<file path="src/rtl/pwm_ramp_ctrl.sv">
// PWM generator with bus-programmable period/target and a rate-limited duty ramp.
// Optional `PWM_RAMP_IRQ_EN adds a sticky ramp-done flag (CTRL bit2) and the irq port.
`timescale 1ns/1ps

module pwm_ramp_ctrl #(
    parameter int unsigned DATA_W = 32,
    parameter int unsigned CNT_W  = 16,
    parameter int unsigned ADDR_W = 2
) (
    input  logic                clk,
    input  logic                rst,
    input  logic                valid,
    input  logic [ADDR_W-1:0]   address,
    input  logic [DATA_W-1:0]   wdata,
    input  logic [DATA_W/8-1:0] wstrb,
    output logic [DATA_W-1:0]   rdata,
    output logic                ready,
    output logic                pwm_output
`ifdef PWM_RAMP_IRQ_EN
    ,
    output logic                irq
`endif
);

    localparam logic [ADDR_W-1:0] A_PERIOD = ADDR_W'(0);
    localparam logic [ADDR_W-1:0] A_TARGET = ADDR_W'(1);
    localparam logic [ADDR_W-1:0] A_STEP   = ADDR_W'(2);
    localparam logic [ADDR_W-1:0] A_CTRL   = ADDR_W'(3);

    typedef enum logic [1:0] {
        IDLE = 2'd0,
        RUN  = 2'd1,
        RAMP = 2'd2
    } state_t;

    state_t state, state_next;

    logic [CNT_W-1:0]  period, target, step_div;
    logic [CNT_W-1:0]  period_act, cnt, div, duty;
    logic [CNT_W-1:0]  period_act_next, cnt_next, div_next, duty_next;
    logic              en;
    logic              accept, wr, rd, ctrl_wr, en_clear_req;
    logic              boundary, busy;
    logic [DATA_W-1:0] rd_val;
    logic              unused_bits;

`ifdef PWM_RAMP_IRQ_EN
    logic done, done_set;
`endif

    function automatic logic [CNT_W-1:0] merge(
        input logic [CNT_W-1:0]    old,
        input logic [DATA_W-1:0]   d,
        input logic [DATA_W/8-1:0] s
    );
        logic [CNT_W-1:0] r;
        r = old;
        for (int unsigned i = 0; i < CNT_W; i++) begin
            if (s[i/8]) r[i] = d[i];
        end
        return r;
    endfunction

    // A request is taken only when no acknowledge is in flight, forcing a gap cycle.
    assign accept       = valid && !ready;
    assign wr           = accept && (|wstrb);
    assign rd           = accept && !(|wstrb);
    assign ctrl_wr      = wr && (address == A_CTRL) && wstrb[0];
    assign en_clear_req = ctrl_wr && !wdata[0];
    assign busy         = (duty != target);
    assign boundary     = (period_act != '0) && (cnt == period_act - 1'b1);
    assign unused_bits  = ^{wdata, wstrb};

    always_comb begin
        state_next      = state;
        cnt_next        = cnt;
        div_next        = div;
        duty_next       = duty;
        period_act_next = period_act;
        case (state)
            IDLE: begin
                cnt_next = '0;
                div_next = '0;
                if (en) begin
                    state_next      = RUN;
                    period_act_next = period;
                end
            end
            RUN, RAMP: begin
                if (!en) begin
                    state_next = IDLE;
                    cnt_next   = '0;
                    div_next   = '0;
                end else if (period_act == '0) begin
                    cnt_next = '0;
                end else if (!boundary) begin
                    cnt_next = cnt + 1'b1;
                end else begin
                    cnt_next        = '0;
                    period_act_next = period;
                    // A concurrent EN=0 write suppresses the duty step on this boundary.
                    if (!en_clear_req) begin
                        if (duty == target) begin
                            state_next = RUN;
                            div_next   = '0;
                        end else begin
                            state_next = RAMP;
                            if (step_div == '0 || div == step_div) begin
                                div_next = '0;
                                if (step_div == '0)
                                    duty_next = target;
                                else if (target > duty)
                                    duty_next = duty + 1'b1;
                                else
                                    duty_next = duty - 1'b1;
                                if (duty_next == target) state_next = RUN;
                            end else begin
                                div_next = div + 1'b1;
                            end
                        end
                    end
                end
            end
            default: state_next = IDLE;
        endcase
    end

`ifdef PWM_RAMP_IRQ_EN
    // Ramp completion: a boundary that lands in RUN either from RAMP or by moving duty.
    assign done_set = (state != IDLE) && boundary && !en_clear_req && (state_next == RUN)
                      && ((state == RAMP) || (duty_next != duty));
    assign irq      = done;
`endif

    always_comb begin
        rd_val = '0;
        case (address)
            A_PERIOD: rd_val[CNT_W-1:0] = period;
            A_TARGET: rd_val[CNT_W-1:0] = target;
            A_STEP:   rd_val[CNT_W-1:0] = step_div;
            A_CTRL: begin
                rd_val[0] = en;
                rd_val[1] = busy;
`ifdef PWM_RAMP_IRQ_EN
                rd_val[2] = done;
`endif
                for (int unsigned i = 0; i < CNT_W; i++) begin
                    if (CNT_W <= 16 && i + 16 < DATA_W) rd_val[i+16] = duty[i];
                end
            end
            default: rd_val = '0;
        endcase
    end

    always_ff @(posedge clk) begin
        if (rst) state <= IDLE;
        else     state <= state_next;
    end

    always_ff @(posedge clk) begin
        if (rst) begin
            period     <= '0;
            target     <= '0;
            step_div   <= '0;
            en         <= 1'b0;
            period_act <= '0;
            cnt        <= '0;
            div        <= '0;
            duty       <= '0;
            ready      <= 1'b0;
            rdata      <= '0;
            pwm_output <= 1'b0;
`ifdef PWM_RAMP_IRQ_EN
            done       <= 1'b0;
`endif
        end else begin
            ready      <= accept;
            rdata      <= rd ? rd_val : '0;
            period_act <= period_act_next;
            cnt        <= cnt_next;
            div        <= div_next;
            duty       <= duty_next;
            pwm_output <= (state != IDLE) && en && (period_act != '0) && (cnt < duty);
            if (wr) begin
                case (address)
                    A_PERIOD: period   <= merge(period, wdata, wstrb);
                    A_TARGET: target   <= merge(target, wdata, wstrb);
                    A_STEP:   step_div <= merge(step_div, wdata, wstrb);
                    default: ;
                endcase
            end
            if (ctrl_wr) en <= wdata[0];
`ifdef PWM_RAMP_IRQ_EN
            if (done_set)
                done <= 1'b1;
            else if (ctrl_wr && wdata[2])
                done <= 1'b0;
`endif
        end
    end

endmodule

</file>
<file path="config.mk">
export PLATFORM = sky130hd
export DESIGN_NAME = pwm_ramp_ctrl
export DESIGN_NICKNAME = d
export VERILOG_FILES = /design/src/rtl/pwm_ramp_ctrl.sv
export SDC_FILE = /design/constraint.sdc
export NUM_CORES = 1
export LEC_CHECK = 0
export ABC_AREA = 1
export CORE_ASPECT_RATIO = 1.4
export CORE_MARGIN = 3
export CORE_UTILIZATION = 51
export DETAILED_ROUTE_END_ITERATION = 8
export PLACE_DENSITY = 0.79
export SLEW_MARGIN = 0
export SYNTH_ARGS = -nofsm -noshare
export SYNTH_HDL_FRONTEND = slang
export SYNTH_SLANG_ARGS = --single-unit
</file>
<file path="constraint.sdc">
create_clock -name clk -period 3.68 [get_ports clk]
set_input_delay 0.92 -clock clk [delete_from_list [all_inputs] [get_ports clk]]
set_output_delay 0.92 -clock clk [all_outputs]
set_load 0.02 [all_outputs]
</file>
# Word level (Yosys, flattened, before mapping)
# Cells that the tools add are included.
# W data, S select, Z words.
classes:
  n_addsub: 5
  magnitude_cmp: 2
  eq_ne: 17
  muxes: 36
  bitwise: 5
  reduce_logical: 35
op_table:
  columns: ["operator", "count"]
  rows:
  - ["$mux W16", 22]
  - ["$pmux W16 S2", 3]
  - ["$eq A16 B16 Y1", 4]
  - ["$add A16 B1 Y16 const B", 3]
  - ["$pmux W14 S3", 1]
  - ["$logic_not A16 Y1", 2]
  - ["$sub A16 B1 Y16 const B", 2]
  - ["$reduce_and A3 Y1", 6]
  - ["$gt A16 B16 Y1", 1]
  - ["$lt A16 B16 Y1", 1]
  - ["$mux W2", 8]
  - ["$ne A16 B16 Y1", 1]
  - ["$reduce_bool A16 Y1", 1]
  - ["$logic_and A1 B1 Y1", 10]
  - ["$ne A3 B3 Y1 const B", 3]
  - ["$ne A2 B2 Y1 const B", 4]
  - ["$pmux W2 S4", 1]
  - ["$reduce_and A4 Y1", 2]
  - ["$reduce_and A7 Y1", 1]
  - ["$eq A2 B2 Y1 const B", 3]
  - ["$not A1 Y1", 5]
  - ["$reduce_and A5 Y1", 1]
  - ["$eq A2 B1 Y1 const B", 2]
  - ["$logic_not A2 Y1", 2]
  - ["7 further kinds", 11]
totals:
  register_bits: 149
  out_inout_bits: 34
  elab_cells: 116

# Logic depth before layout (Yosys ltp)
# Gate-level depths: netlist (run 1).
logic_depth:
  depth_word: 20
  mapped_depth: 33

# Worst setup path after synthesis (run 1)
# No wires, ideal clock.
synth_timing:
  path_type: "register to register"
  from: "reg duty[15]"
  to: "reg state[0]"
  setup_time_ns: 0.070
  arrival_ns: 3.420
  required_ns: 3.610
  slack_ns: 0.190
  stages_incl_launch_ff: 30
  path_buffers: 0
  path_cell_list: "dfxtp_1 > inv_1 > ha_1 > nand2_1 > nor2_1 > nand4_1 > inv_1 > nand2_1 > nand2_1 > nand2_1 > fa_1 > nand3_1 > nand3_1 > nand2_1 > nand2_1 > a21oi_1 > inv_1 > nand2_1 > nand3_1 > nand3_1 > o21ai_0 > nand2_1 > nand2_1 > nor2_1 > nand3_1 > nand2_1 > nand2_1 > nand2_1 > nand2_1 > a21oi_1"
synth_via:
  elab_chain_cells: 19
synth_rtl:
  columns: ["element", "line_no", "source"]
  rows:
  - ["start, declared", "39", "logic [CNT_W-1:0] period_act, cnt, div, duty;"]
  - ["start signal, assigned", "182", "duty <= duty_next;"]
  - ["$sub A16 B1 Y16, or another cell as far along", "115", "duty_next = duty - 1'b1;"]
  - ["$mux W16", "112", "else if (target > duty)"]
  - ["$mux W16", "110", "if (step_div == '0)"]
  - ["$mux W16", "108", "if (step_div == '0 || div == step_div) begin"]
  - ["$mux W16", "103", "if (duty == target) begin"]
  - ["$mux W16", "102", "if (!en_clear_req) begin"]
  - ["$mux W16", "96", "end else if (!boundary) begin"]
  - ["$mux W16", "94", "end else if (period_act == '0) begin"]
  - ["(+3 left out)", null, null]
  - ["$mux W2", "116", "if (duty_next == target) state_next = RUN;"]
  - ["$mux W2", "108", null]
  - ["$mux W2 (*)", "103", null]
  - ["$mux W2 (*)", "102", null]
  - ["$mux W2 (*)", "96", null]
  - ["$mux W2 (*)", "94", null]
  - ["$mux W2 (*)", "90", "if (!en) begin"]
  - ["$pmux W2 S2 (*)", "80", "case (state)"]
  - ["end signal, assigned", "157", "else state <= state_next;"]
  - ["end, declared", "36", "state_t state, state_next;"]
# Every way passes the cells marked *; elsewhere a longest branch is shown, timed or not. The select of a mux whose other input is x is not followed.
# A chain may end at the register's enable or synchronous reset.

# Worst setup path in the final report (run 1)
layout_timing:
  from: "reg duty[10]"
  to: "reg state[0]"
# The elaborated chain is that of the path after synthesis.

==> metrics, run 1 <==
Slew @ Worst Pin between 0.7 and 0.8 ns; reg2reg setup slack -0.03 ns; Power Density 458 nW/um^2; reg-to-reg endpoint state[0]$_SDFFE_PP0P_; Post-Place Setup Slack -0.0745 ns; final setup skew 0.00958 ns; DP HPWL about 19 mm; number of synthesized flops with an enable pin 0; asr flop ratio synth 0%; Syn Nets 1393; Gate Count Post-Synth between 1000 and 1500; most frequent cells in the layout 262 x nand2_1, 164 x inv_1, 157 x nor2_1; DRC Markers 0; final hold violations 0; Overflow after GRT 0; Critical-path top delay cell fa_2; layout cells sized above 1 14.3%; I/O Buffers 58; max_cap viols 0; Setup crit end kind flop; worst-path maximum fanout 5; Worst Setup SP duty[10]$_SDFFE_PP0P_; syn avg cell area around 6.7 sq um; synth unique cells 51; NumNets Final roughly 1500; most used flip-flop cell after synthesis dfxtp_1; Pins Over Slew Limit 0; Syn-to-layout area delta 25.1%; RSZ-0062 raised after global routing true; die height ~160 um; Post-Route WL between 20 and 30 mm; Inserted Clock Buffers 17; Slew HR a little over half; CP Data Required Time about 4 ns; CP dominant cell by count nand2_1; Die Width 117 um; HP Class flop to flop; Rows 56; DR vias between 9000 and 10000; clock root cell clkbuf_16; sequential fraction of the synthesis area between 30% and 40%; number of synthesized register bits 149; largest net degree at the start of global routing 78; P_leak around 4.8 nW; CP endpoint state[0]$_SDFFE_PP0P_; CTS tree yes; Final period util 101%; initial antenna violation count 0; core region area ~17000 sq um; post-route ant nets 0; Clock transition at path regs approximately 0.060 ns; clock sink total ~150; Global Route Usage Sum a little over a quarter; Register-to-Register Path Depth 28; worst vdd ir 0.253 mV; Inserted Diodes 0; Starting DRT DRC Count ~740; Detailed Routing Iterations Pass 1 5; Post-Syn Area between 8000 and 9000 sq um; Final Setup Violations 1; post-DR wirelength/cell 16.6 um; commonest non-fill, non-tap cell in the layout nand2_1; Clock Latency Late Sink around 0.43 ns; WHS between 0.4 and 0.5 ns; first-pass GRT wire length just over 40 mm; CP Data Arrival Time a little over 4 ns; setup ws final -0.0341 ns; vias in the first global route around 8600; crit path time final 3.71 ns; failing checks setup timing; Initial Util 52.1%; die area 18800 sq um; DR vias/cell between 5 and 6; YS warnings 0; GPL Wtd Cong 0.904; htree depth 4; Largest stage delay, worst path about 0.4 ns; critical path startpoint category flop; status complete, but fails checks; I/O Pins 75; clock buffer depth 2; WS Path Type flop to flop; Max Clk Rate 0.269 GHz; reg2reg start duty[10]$_SDFFE_PP0P_
[flip-flops by register name (all words and copies together), names as in the netlist]
name / count
rdata: 32
target: 16
ready: 1
en: 1
state: 2
cnt: 16
step_div: 16
pwm_output: 1
period_act: 16
div: 16
period: 16
duty: 16
[timing repair]
action,4_1_cts,5_1_grt
hold buffers,0,0
gates resized for setup,13,90
cloned,0,2
pin swaps,1,29
setup buffers,0,9
endpoints found under the hold margin,0,0
setup endpoints to repair,2,3
[final cells by class]
cell class	instances	area [sq um]
clock buffers	18	429
clock inverters	13	148
fillers	1387	5850
inverters	176	661
multi-input cells	937	5360
flip-flops and latches	149	3010
well taps	203	254
repair buffers	122	1110
[worst min path at each step]
| stage | cells after the start | end | start | slack [ns] |
|---|---|---|---|---|
| 2_1_floorplan | 2 | period[2]$_SDFFE_PP0P_ | period[2]$_SDFFE_PP0P_ | 0.44 |
| 3_3_place_gp | 1 | ready$_SDFF_PP0_ | ready$_SDFF_PP0_ | 0.45 |
| 3_5_place_dp | 1 | ready$_SDFF_PP0_ | ready$_SDFF_PP0_ | 0.46 |
| 4_1_cts | 1 | ready$_SDFF_PP0_ | ready$_SDFF_PP0_ | 0.47 |
| 5_1_grt | 1 | ready$_SDFF_PP0_ | ready$_SDFF_PP0_ | 0.49 |
| 6_report | 1 | ready$_SDFF_PP0_ | ready$_SDFF_PP0_ | 0.47 |
[where the power goes]
part           total [W]  switching [W]  internal (W)
Sequential       0.00173      0.0000593       0.00167
Clock            0.00172       0.000722       0.00100
Combinational    0.00157       0.000966      0.000605
[stage by stage]
step	instance area [sq um]	total power [W]	setup TNS, ns	utilization [%]	cells
global route	11000	0.00527	-0.395	65.2	1618
finish	11000	0.00502	-0.0341	65.2	1618
floorplan	8760	0.00275	0	-	1301
CTS	10500	0.00483	0	62.2	1607
global placement	9820	0.00307	0	58.4	1576
detailed placement	9820	0.00309	-0.0745	58.4	1576
[Yosys cell counts, types with 6 or more instances]
cell type / n / area (sq um)
a211oi_2: 6 / 75.1
a21o_1: 6 / 45.0
a21oi_1: 98 / 490
clkbuf_1: 29 / 109
dfxtp_1: 149 / 2980
ha_1: 50 / 626
inv_1: 171 / 642
nand2_1: 276 / 1040
nand3_1: 77 / 385
nand3b_1: 8 / 60.1
nand4_1: 16 / 100
nor2_1: 162 / 608
nor3_1: 22 / 110
o211ai_1: 6 / 45.0
o21ai_0: 114 / 571
o22ai_1: 7 / 43.8
xnor2_1: 8 / 70.1
xor2_1: 21 / 184
[kinds of logic after synthesis]
kind of cell               Yosys count  synth area share (%)
adders and majority gates           51                  7.37
xor gates and xnor gates            29                  2.90
AOI/OAI and AO/OA                  266                  17.0
DFF                                149                  34.0
and+or+nand+nor                    591                  29.0
buffers and inverters              215                  9.69
[worst max-delay path: cells and delay by family, from the launching register on]
family	cells	cell delay, ns
buf+inv	3	0.28
simple gates	19	1.65
fa+ha+maj	2	0.68
flops	1	0.35
compound gates	4	0.65
[per-layer routing]
layer | up-vias | wire length (um) | track usage (%)
met5 | - | 0 | 0
met4 | 0 | 1780 | 17.2
met3 | 139 | 1710 | 5.47
met2 | 415 | 13300 | 46.5
met1 | 4148 | 10100 | 30.8
li1 | 4461 | - | -
Note: power is estimated with default switching activity, not from simulation.
==> run 2, diff against run 1 <==
--- a/config.mk
+++ b/config.mk
@@ -8,9 +8,9 @@
 export ABC_AREA = 1
 export CORE_ASPECT_RATIO = 1.4
 export CORE_MARGIN = 3
-export CORE_UTILIZATION = 51
+export CORE_UTILIZATION = 45
 export DETAILED_ROUTE_END_ITERATION = 8
-export PLACE_DENSITY = 0.79
+export PLACE_DENSITY = 0.72
 export SLEW_MARGIN = 0
 export SYNTH_ARGS = -nofsm -noshare
 export SYNTH_HDL_FRONTEND = slang
==> metrics, run 2 (synthesis gave the netlist of run 1 again) <==
total power 0.00501 W (was 0.00502 W); CTS tree yes (unchanged); clock root cell clkbuf_16 (unchanged); layout cells sized above 1 14.9% (was 14.3%); Final Setup Violations 0 (was 1); WS Path Type flop to flop (unchanged); Die Width 124 um (was 117 um); DR vias/cell 5.47 (was 5.66); post-DR wirelength/cell 15.8 um (was 16.6 um); commonest non-fill, non-tap cell in the layout nand2_1 (unchanged); P_leak 4.85 nW (was 4.78 nW); I/O Pins 75 (unchanged); Setup crit end kind flop (unchanged); Sw Share 33.9% (was 34.8%); Overflow after GRT 0 (unchanged); post-route ant nets 0 (unchanged); core region area 18800 sq um (was 16800 sq um); CP bufs+invs 5 (was 3); Flop pwr share 34.6% (was 34.4%); largest net degree at the start of global routing 32 (was 78); net switching power 0.00170 W (was 0.00175 W); GPL Wtd Cong 0.938 (was 0.904); Largest stage delay, worst path 0.37 ns (was 0.40 ns); Global Route Usage Sum 24.0% (was 27.4%); die height 171 um (was 161 um); Slew @ Worst Pin 0.746 ns (was 0.706 ns); Rows 59 (was 56); hold_buf cts 0 (unchanged); Max Clk Rate 0.280 GHz (was 0.269 GHz); combinational power share 30.6% (was 31.3%); final setup skew 0.0126 ns (was 0.00958 ns); clock buffer depth 2 (unchanged); CP dominant cell by count nand2_1 (unchanged); P_int 0.00331 W (was 0.00327 W); Pins Over Slew Limit 0 (unchanged); Initial Util 46.6% (was 52.1%); DP HPWL 19.8 mm (was 19.1 mm); DRC Markers 1 (was 0); Inserted Clock Buffers 17 (unchanged); Clock Latency Late Sink 0.43 ns (about the same); RSZ-0062 raised after global routing true (unchanged); critical path startpoint category flop (unchanged); failing checks DRC (was setup timing); CP Data Required Time 4.04 ns (about the same); cell family with most CP delay simple AND/OR/NAND/NOR gates (unchanged); dpl cell area 9980 sq um (was 9820 sq um); HP Class flop to flop (unchanged); Final Cell Area 11100 sq um (was 11000 sq um); vias in the first global route 8177 (was 8595); crit path time final 3.57 ns (was 3.71 ns); status complete, but fails checks (unchanged); Starting DRT DRC Count 751 (was 736); Largest Register rdata (unchanged); Slew HR 50.3% (was 52.9%); worst-path maximum fanout 7 (was 5); Detailed Routing Iterations Pass 1 9 (was 5); max reg flops 32 (unchanged); Power Density 453 nW/um^2 (was 458 nW/um^2); Final period util 96.9% (was 101%); initial antenna violation count 0 (unchanged); NumNets Final 1508 (was 1495); worst vdd ir 0.241 mV (was 0.253 mV); Critical-path top delay cell fa_2 (unchanged); most frequent cells in the layout 258 x nand2_1, 161 x inv_1, 156 x nor2_1 (was 262 x nand2_1, 164 x inv_1, 157 x nor2_1); CP Data Arrival Time 3.92 ns (was 4.07 ns); clock network fraction of design power 34.8% (was 34.3%); Inserted Diodes 0 (unchanged); final hold violations 0 (unchanged); clock sink total 149 (unchanged); Post-Route WL 26.4 mm (was 26.8 mm); htree depth 4 (unchanged); Clock transition at path regs 0.06 ns (about the same); Syn-to-layout area delta 26.1% (was 25.1%); first-pass GRT wire length 39.7 mm (was 40.9 mm); I/O Buffers 58 (unchanged); max_cap viols 0 (unchanged); DR vias 9143 (was 9163); die area 21200 sq um (was 18800 sq um)
==> run 2: metrics by stage <==
stage / utilization [%] / worst slack (ns) / hold slack, ns / setup TNS (ns) / std cells
3_5_place_dp: 53.0 / -0.0411 / 0.473 / -0.0411 / 1632
5_1_grt: 58.7 / -0.163 / 0.520 / -0.190 / 1673
3_3_place_gp: 53.0 / 0.0548 / 0.471 / 0 / 1632
4_1_cts: 56.2 / 0.00842 / 0.483 / 0 / 1664
6_report: 58.7 / 0.113 / 0.502 / 0 / 1673
2_1_floorplan: - / 0.190 / 0.441 / 0 / 1301
==> run 2: worst min-delay path, cell delays in order (launching register included) <==
cell	delay, ns
dfxtp_1	0.31
inv_1	0.08
a21oi_1	0.07
==> run 2: worst paths after layout <==
path                          start                     end  slack, ns  cells past startpoint
max           duty[12]$_SDFFE_PP0P_   state[0]$_SDFFE_PP0P_       0.11                     25
min          period[8]$_SDFFE_PP0P_  period[8]$_SDFFE_PP0P_       0.50                      2
max reg2reg   duty[12]$_SDFFE_PP0P_   state[0]$_SDFFE_PP0P_       0.11                     25
min reg2reg  period[8]$_SDFFE_PP0P_  period[8]$_SDFFE_PP0P_       0.50                      2
==> run 2: power groups by stage <==
stage | logic [W] | clock network (W) | registers, W
global route | 0.00169 | 0.00182 | 0.00174
floorplan | 0.000999 | 0 | 0.00175
finish | 0.00153 | 0.00174 | 0.00173
detailed placement | 0.00136 | 0 | 0.00176
CTS | 0.00138 | 0.00176 | 0.00173
global placement | 0.00134 | 0 | 0.00176
==> run 2: final cells by class <==
class                           instances  area (sq um)
Multi-Input combinational cell        937          5300
Tap cell                              244           305
Sequential cell                       149          3000
Clock inverter                         10           121
Clock buffer                           22           464
Timing Repair Buffer                  135          1190
Inverter                              176           663
Fill cell                            1710          7770
==> run 2: timing repair <==
item	in CTS	in global routing
buffers inserted	0	8
setup endpoints to repair	1	2
pin swaps	0	25
gates resized for setup	6	89
gates cloned	0	1
==> run 2: per-layer routing <==
metal,track usage (%),up-vias,share of wire (%)
met1,26.6,4218,38
met5,0,-,0
li1,-,4501,-
met4,12.1,0,4.8
met2,42.9,337,51
met3,4.66,87,5.9
==> run 3, diff against run 2 <==
--- a/config.mk
+++ b/config.mk
@@ -10,7 +10,8 @@
 export CORE_MARGIN = 3
 export CORE_UTILIZATION = 45
 export DETAILED_ROUTE_END_ITERATION = 8
-export PLACE_DENSITY = 0.72
+export PLACE_DENSITY = 0.7
+export REMOVE_ABC_BUFFERS = 1
 export SLEW_MARGIN = 0
 export SYNTH_ARGS = -nofsm -noshare
 export SYNTH_HDL_FRONTEND = slang
==> constraint.sdc (replaced) <==
create_clock -name clk -period 4.5 [get_ports clk]
set_input_delay 1.125 -clock clk [delete_from_list [all_inputs] [get_ports clk]]
set_output_delay 1.125 -clock clk [all_outputs]
set_load 0.02 [all_outputs]
==> metrics, run 3 (synthesis gave the netlist of run 1 again) <==
Detailed Routing Iterations Pass 1 6 (was 9); Final period util 91.1% (was 96.9%); Inserted Clock Buffers 17 (unchanged); dpl cells 1580 (was 1632); fin cells 1612 (was 1673); CP dominant cell by count nand2_1 (unchanged); htree depth 4 (unchanged); Max Clk Rate 0.244 GHz (was 0.280 GHz); Inserted Diodes 0 (unchanged); Pins Over Slew Limit 0 (unchanged); DR vias 8655 (was 9143); Overflow after GRT 0 (unchanged); Setup crit end kind flop (unchanged); CP Data Arrival Time 4.47 ns (was 3.92 ns); first-pass GRT wire length 40.8 mm (was 39.7 mm); most frequent cells in the layout 276 x nand2_1, 171 x inv_1, 162 x nor2_1 (was 258 x nand2_1, 161 x inv_1, 156 x nor2_1); post-route ant nets 0 (unchanged); clock buffer depth 2 (unchanged); largest net degree at the start of global routing 60 (was 32); Filler cells 1838 (was 1710); Setup Buffers After CTS 0 (unchanged); Initial Util 46.6% (unchanged); commonest non-fill, non-tap cell in the layout nand2_1 (unchanged); Global Route Usage Sum 24.7% (was 24.0%); GPL Wtd Cong 0.924 (was 0.938); die height 171 um (unchanged); WS Path Type flop to flop (unchanged); top sig layer met4 (unchanged); DR vias/cell 5.37 (was 5.47); hold_buf cts 0 (unchanged); Largest stage delay, worst path 0.42 ns (was 0.37 ns); post-DR wirelength/cell 15.9 um (was 15.8 um); Largest Register rdata (unchanged); Power Density 391 nW/um^2 (was 453 nW/um^2); DR WL met2 12.8 mm (was 13.4 mm); max reg flops 32 (unchanged); Final Setup Violations 0 (unchanged); vias in the first global route 8195 (was 8177); Post-Route WL 25.6 mm (was 26.4 mm); Final Cell Area 10200 sq um (was 11100 sq um); Rows 59 (unchanged); Slew @ Worst Pin 0.959 ns (was 0.746 ns); Routed met3 length 1.27 mm (was 1.56 mm); dpl cell area 9580 sq um (was 9980 sq um); Starting DRT DRC Count 645 (was 751); DP HPWL 19.7 mm (was 19.8 mm); final setup skew 0.00872 ns (was 0.0126 ns); hold depth 1 (was 2); clock sink total 149 (unchanged); DRC Markers 0 (was 1); Register-to-Register Path Depth 30 (was 25); die area 21200 sq um (unchanged); initial antenna violation count 0 (unchanged); P_leak 4.49 nW (was 4.85 nW); area of the multi-input gates 4930 sq um (was 5300 sq um); NumNets Final 1447 (was 1508); setup TNS 0 ns (unchanged); layout cells sized above 1 5.41% (was 14.9%); Clock transition at path regs 0.07 ns (was 0.06 ns); crit path time final 4.10 ns (was 3.57 ns); CTS tree yes (unchanged); max_cap viols 0 (unchanged); Critical-path top delay cell fa_1 (was fa_2); wire length on met1 10.4 mm (was 10.2 mm); post_cts resized 0 (was 6); HP Class flop to flop (unchanged); CP Data Required Time 4.87 ns (was 4.04 ns); worst-path maximum fanout 12 (was 7); status finished, final reports clean (was complete, but fails checks); critical path startpoint category flop (unchanged); RSZ-0062 raised after global routing false (was true); final hold violations 0 (unchanged); Clock Latency Late Sink 0.44 ns (was 0.43 ns); storage element area 2980 sq um (was 3000 sq um); clock root cell clkbuf_16 (unchanged); Finished Core Util 54.2% (was 58.7%); I/O Pins 75 (unchanged); core region area 18800 sq um (unchanged); Die Width 124 um (unchanged); Slew HR 35.9% (was 50.3%); Syn-to-layout area delta 16.3% (was 26.1%); I/O Buffers 58 (unchanged); worst vdd ir 0.271 mV (was 0.241 mV)
==> run 3: cell count changes in the layout (fill, tap and decap cells not counted), sizes merged <==
| cell | change |
|---|---|
| inv | +6 |
| clkinvlp | -1 |
| clkbuf | -6 |
| buf | -60 |
==> run 3: per-layer routing <==
metal | vias up | track usage [%]
li1 | 4366 | -
met1 | 3961 | 28.8
met2 | 249 | 43.2
met3 | 79 | 4.50
met4 | 0 | 11.4
met5 | - | 0
==> run 3: power breakdown <==
group          switching (W)  total, W  internal (W)
registers          0.0000487   0.00141       0.00136
clock network       0.000653   0.00150      0.000846
logic               0.000691   0.00107      0.000377
==> run 3: path summary, 6_finish.rpt <==
check	from	to	slack, ns
max	duty[15]$_SDFFE_PP0P_	state[0]$_SDFFE_PP0P_	0.40
min	ready$_SDFF_PP0_	ready$_SDFF_PP0_	0.48
max reg2reg	duty[15]$_SDFFE_PP0P_	state[0]$_SDFFE_PP0P_	0.40
min reg2reg	ready$_SDFF_PP0_	ready$_SDFF_PP0_	0.48
==> run 3: cell type report <==
cell class                 count  share of cell area [%]
multi-input combinational    937                    48.4
sequential                   149                    29.3
timing repair buffer          74                    6.87
inverter                     176                    6.48
clock buffer                  17                    4.17
tap                          244                    2.99
clock inverter                15                    1.84
==> run 3: worst max-delay path: cells and delay by family (launching register included) <==
family / cells / cell delay (ns)
simple gates: 21 / 1.96
fa+ha+maj: 2 / 0.74
buf+inv: 4 / 0.49
compound gates: 3 / 0.47
flops: 1 / 0.37
==> run 3: stage by stage <==
stage	hold WS, ns	setup WS (ns)	power, W
2_1_floorplan	0.443	0.941	0.00221
3_3_place_gp	0.459	0.520	0.00248
3_5_place_dp	0.462	0.458	0.00250
4_1_cts	0.477	0.436	0.00399
5_1_grt	0.492	0.0155	0.00419
6_report	0.482	0.399	0.00398
